==> src/rtl/mux_5.sv <==
// One-of-five bit selector with an out-of-range select flag and a saturating error counter.
// Define MUX5_REGISTERED_OUT_EN to register y; by default y is combinational.
`timescale 1ns/1ps

module mux_5 #(
    parameter int ERR_CNT_W = 8
) (
    input  logic                 clk,
    input  logic                 rst_n,
    input  logic [4:0]           a,
    input  logic [2:0]           s,
    output logic                 y,
    output logic                 sel_err,
    output logic [ERR_CNT_W-1:0] err_cnt
);

    // Select codes 5..7 fall to the default arm and produce 0.
    function automatic logic select_bit(input logic [4:0] d, input logic [2:0] code);
        logic r;
        r = 1'b0;
        case (code)
            3'd0:    r = d[0];
            3'd1:    r = d[1];
            3'd2:    r = d[2];
            3'd3:    r = d[3];
            3'd4:    r = d[4];
            default: r = 1'b0;
        endcase
        return r;
    endfunction

    // Increment that holds at all-ones instead of wrapping.
    function automatic logic [ERR_CNT_W-1:0] sat_inc(input logic [ERR_CNT_W-1:0] cnt);
        logic [ERR_CNT_W-1:0] r;
        r = cnt;
        if (!(&cnt)) begin
            r = cnt + ERR_CNT_W'(1);
        end
        return r;
    endfunction

    logic f_p0;

    assign f_p0    = select_bit(a, s);
    assign sel_err = (s >= 3'd5);

    // Stage p0 -> p1: error counter
    always_ff @(posedge clk or negedge rst_n) begin
        if (!rst_n) begin
            err_cnt <= '0;
        end else if (sel_err) begin
            err_cnt <= sat_inc(err_cnt);
        end
    end

`ifdef MUX5_REGISTERED_OUT_EN
    logic y_p1;

    // Stage p0 -> p1: registered selector output
    always_ff @(posedge clk or negedge rst_n) begin
        if (!rst_n) begin
            y_p1 <= 1'b0;
        end else begin
            y_p1 <= f_p0;
        end
    end

    assign y = y_p1;
`else
    assign y = f_p0;
`endif

endmodule

==> config.mk <==
export PLATFORM = sky130hd
export DESIGN_NAME = mux_5
export DESIGN_NICKNAME = d
export VERILOG_FILES = /design/src/rtl/mux_5.sv
export SDC_FILE = /design/constraint.sdc
export NUM_CORES = 1
export LEC_CHECK = 0
export ABC_AREA = 1
export CAP_MARGIN = 20
export CORE_AREA = 2 2 39 41
export CTS_CLUSTER_DIAMETER = 60
export CTS_CLUSTER_SIZE = 10
export DETAILED_ROUTE_END_ITERATION = 7
export DIE_AREA = 0 0 41 43
export PLACE_DENSITY = 0.85
export SLEW_MARGIN = 20
export SYNTH_ARGS = -nofsm -noshare
export SYNTH_HDL_FRONTEND = slang
export SYNTH_SLANG_ARGS = --single-unit
==> constraint.sdc <==
create_clock -name clk -period 2.9 [get_ports clk]
set_clock_uncertainty 0.05 [all_clocks]
set_input_delay 0.58 -clock clk [delete_from_list [all_inputs] [get_ports clk]]
set_output_delay 0.58 -clock clk [all_outputs]
set_load 0.02 [all_outputs]
Word level (Yosys, flattened, before mapping)
Cells that the tools add are included.
{"block": "totals", "ff_bits": 8, "out_inout_bits": 10, "wordCells": 12}
{"block": "classes", "order_cmp": 1, "bitwise_logic": 1, "n_eq_ne": 4, "add_sub_neg": 1, "n_mux": 1, "reduce_logical": 3}
{"op": "8-bit by 1-bit adder with 8-bit output (second input constant)", "n": 1}
{"op": "8-bit AND reduction", "n": 1}
{"op": "3-bit by 2-bit equality test with 1-bit output (second input constant)", "n": 2}
{"op": "1-bit case mux with 5 select lines", "n": 1}
{"op": "3-bit by 1-bit equality test with 1-bit output (second input constant)", "n": 1}
{"op": "3-bit equality test (second input constant)", "n": 1}
{"op": "3-bit greater-or-equal comparator (second input constant)", "n": 1}
{"op": "3-bit zero test", "n": 1}
{"op": "2-bit AND reduction", "n": 1}
{"op": "1-bit inverter", "n": 1}

Depth between registers and ports, before layout
{"block": "depth", "word_depth": 3, "ltp_mapped": 8, "depth_no_buf": 8}

Least setup slack after synthesis
Ideal clock, no wire load.
{"block": "synth_path", "path_kind": "input to output", "startpoint": "in s[2]", "endpoint": "out y", "arrival_time_ns": 1.089, "path_slack_ns": 1.181, "stages": 5, "n_path_buf": 0, "path_cell_list": "inv_1 > nor2_1 > nor2_1 > o21ai_0 > nand2_1"}
{"block": "synth_between", "elab_chain_len": 2}
{"element": "from (decl)", "line": "11", "text": "input logic [2:0] s,"}
{"element": "3-bit equality test, or another cell as far along", "line": "21", "text": "case (code)"}
{"element": "1-bit case mux with 5 select lines (*)", "line": "21"}
{"element": "to (decl)", "line": "12", "text": "output logic y,"}
Every way passes the cells marked *; elsewhere a longest branch is shown, timed or not.

Worst setup path after layout
Same ends and word-level chain as after synthesis.

==> impl_metrics.yaml <==
logic_synthesis:
  synth_area_leader_cell: "dfrtp_1"
  syn-instance-count: 79
  ys_top_cells_by_count: "nand2_1 (34), inv_1 (9), dfrtp_1 (8), nor2_1 (6)"
  synthArstFlopShare: 1.000
  netlist.area_leader.share: 0.3596
  synth_edf_count: 0
  avgSynthCellArea_um2: 7.048
  synth_area_um2: 556.8
  yosys_warnings: 0
  synth_cell_type_count: 18
  synth_seq_area_share: 0.3596
  synth-seq-cells: 8
  synthTopCellsByArea: "dfrtp_1 (36%), nand2_1 (23%), inv_1 (6.1%)"
  syn-num-nets: 90
  synth_most_common_cell: "nand2_1"
  synth_flop_cell: "dfrtp_1"
floorplan:
  start_util: 0.4024
  die_x_um: 41
  row_count: 14
  die_h_um: 43
  io-pin-count: 20
  die_area_mm2: 0.001763
  coreArea_mm2: 0.001384
setup_path:
  critPathBufInv: 3
  cp-startpoint: "s[2]"
  r2r_start: "err_cnt[0]$_DFFE_PN0P_"
  reg2reg_slack_ps: 1510
  slowest_stage: "clkdlybuf4s50_1"
  max_stage_delay_ps: 590
  critPathMaxFanout: 3
  cp.required_ps: 2270
  critical_path_class: "primary input to primary output"
  crit_chain: "clkdlybuf4s50_1 > inv_1 > nor2_1 > nor2_1 > o21ai_0 > nand2_1 > clkdlybuf4s50_1"
  arrival_ps: 2100
  critPathCaptureType: "primary output"
  crit_path_end: "y"
  r2r-end: "err_cnt[2]$_DFFE_PN0P_"
  start_kind: "primary input"
  worstSetupPathDepth: 7
  r2r_cells: 7
  critPathTopFamily: "buffers and inverters"
placement:
  dp.cells: 114
  port-buffer-count: 19
  pre_cts_ws_ps: 161.7
  hpwl_um: 965.1
  placed_cell_area_um2: 767.0
  gp_congestion: 0.7863
timing:
  rsz0062_at_grt: "no"
  post-route-period-util: 0.9417
  setup_tns_ps: 0
  worst_hold_slack_ps: 529.4
  hold_viol_final: 0
  fmax_mhz: 366.2
  setup_viol: 0
  drv_slew: 0
  tightestPinTransition_ps: 362.6
  slew-limit-headroom: 0.7575
  fin_crit_ps: 2731
  layout_setup_ws_ps: 169.2
global_route:
  grt_pass1_vias: 474
  grt_overflow: 0
  grtUsageTotal: 0.1660
  grt_max_degree: 9
  grt_pass1_wl_um: 1994
  antenna_found_initial: 0
clock_network:
  cts_resized: 0
  htree_levels: 1
  cts_buffers: 3
  insertion_delay_ps: 260
  clock_path_buffers: 2
  holdBufCountCts: 0
  post_cts_buffers: 0
  cts-root-buf: "clkbuf_4"
  cts_tree: "built"
  clock-sinks: 8
  cts.clk_slew.worst_paths_ps: 60
power:
  p_seq_frac: 0.395
  p_switching_uw: 169.8
  comb_power_share: 0.406
  peakVddDrop_v: 0.0004282
  power.leakage_nw: 0.3817
  p_int_uw: 276.8
  clock_power_share: 0.199
  power.density_mw_per_mm2: 565.6
  p_sw_frac: 0.3803
cells_and_area:
  top_regs: "err_cnt (8)"
  final_cells: 117
  area_growth_pct: 41.80
  seqCellArea_um2: 200.2
  antennaDiodeCount: 0
  fin_area_um2: 789.5
  layout.nets: 114
  nFillCells: 126
  multi_input_area_um2: 312.8
  largest_reg_flops: 8
  drive_gt1_frac: 0.1089
  regMostFlops: "err_cnt"
detailed_routing:
  drtPass1Iterations: 4
  wl_um: 1207
  via_count: 548
  drt_iter0_drc: 12
  via_per_inst: 4.684
  drc_errors: 0
  ant_nets: 0
  wire_per_inst_um: 10.32
flow_run:
  drv_cap: 0
worst_hold_path:
  hp-class: "flip-flop to flip-flop"
  worstHoldStart: "err_cnt[1]$_DFFE_PN0P_"
outcome:
  outcome: "finished clean"
cell usage in the layout (no fill, tap or decap):
master and n:
xnor2_1 3, dfrtp_1 8, nor2_2 2, o2111ai_1 1, inv_4 1, nand2_2 2, nor2_8 1, nand3_1 2
nand3b_1 3, nand2_4 1, clkdlybuf4s50_1 19, nor2_1 6, clkbuf_4 3, o21ai_0 2, ha_1 1, nand2_1 34
clkinv_1 1, inv_1 9, nand3_2 1, nand4_1 1
power groups by stage:
stage | combinational (mW) | sequential [mW] | clock (mW)
after global placement | 0.179 | 0.176 | 0
after global routing | 0.197 | 0.181 | 0.0992
after detailed placement | 0.182 | 0.178 | 0
final | 0.181 | 0.176 | 0.0888
after CTS | 0.183 | 0.176 | 0.0928
after floorplan | 0.0715 | 0.203 | 0
area by class of cell:
type,count,area share
sequential,8,0.2536
tap,16,0.02536
inverter,11,0.05547
multi-input combinational,60,0.3962
timing repair buffer,19,0.2409
clock buffer,3,0.02853
worst min-delay path by stage:
stage | end | slack (ps) | depth (start not counted)
final | err_cnt[1]$_DFFE_PN0P_ | 530 | 2
after global routing | err_cnt[5]$_DFFE_PN0P_ | 570 | 1
after CTS | err_cnt[1]$_DFFE_PN0P_ | 520 | 2
after detailed placement | err_cnt[1]$_DFFE_PN0P_ | 510 | 2
after global placement | err_cnt[1]$_DFFE_PN0P_ | 500 | 2
after floorplan | err_cnt[0]$_DFFE_PN0P_ | 230 | 0
per-layer routing:
| layer | up-vias | global-route usage | wire length, um |
|---|---|---|---|
| met5 | - | 0 | 0 |
| li1 | 290 | - | - |
| met3 | 5 | 0.03141 | 58 |
| met1 | 234 | 0.2310 | 521 |
| met2 | 19 | 0.2375 | 595 |
| met4 | 0 | 0.08000 | 31 |
worst min-delay path: cells and delay by family (launching register included):
kind | cells | cell delay [ps]
DFF | 1 | 410
and+or+nand+nor | 2 | 140
logic make-up (layout without fill, tap and decap cells):
family	Yosys count	in the layout	synth area share
and+or+nand+nor	53	53	0.4584
buffers and inverters	11	33	0.07865
DFF	8	8	0.3595
AOI/OAI and AO/OA	3	3	0.03371
xor gates and xnor gates	3	3	0.04720
adders and majority gates	1	1	0.02247
metrics by stage:
stage          total power, mW    util
2_1_floorplan           0.2744       -
3_3_place_gp            0.3542  0.5543
3_5_place_dp            0.3601  0.5543
4_1_cts                 0.4520  0.5705
5_1_grt                 0.4773  0.5705
6_report                0.4466  0.5705
No activity file was read; power rests on OpenSTA's default activity.
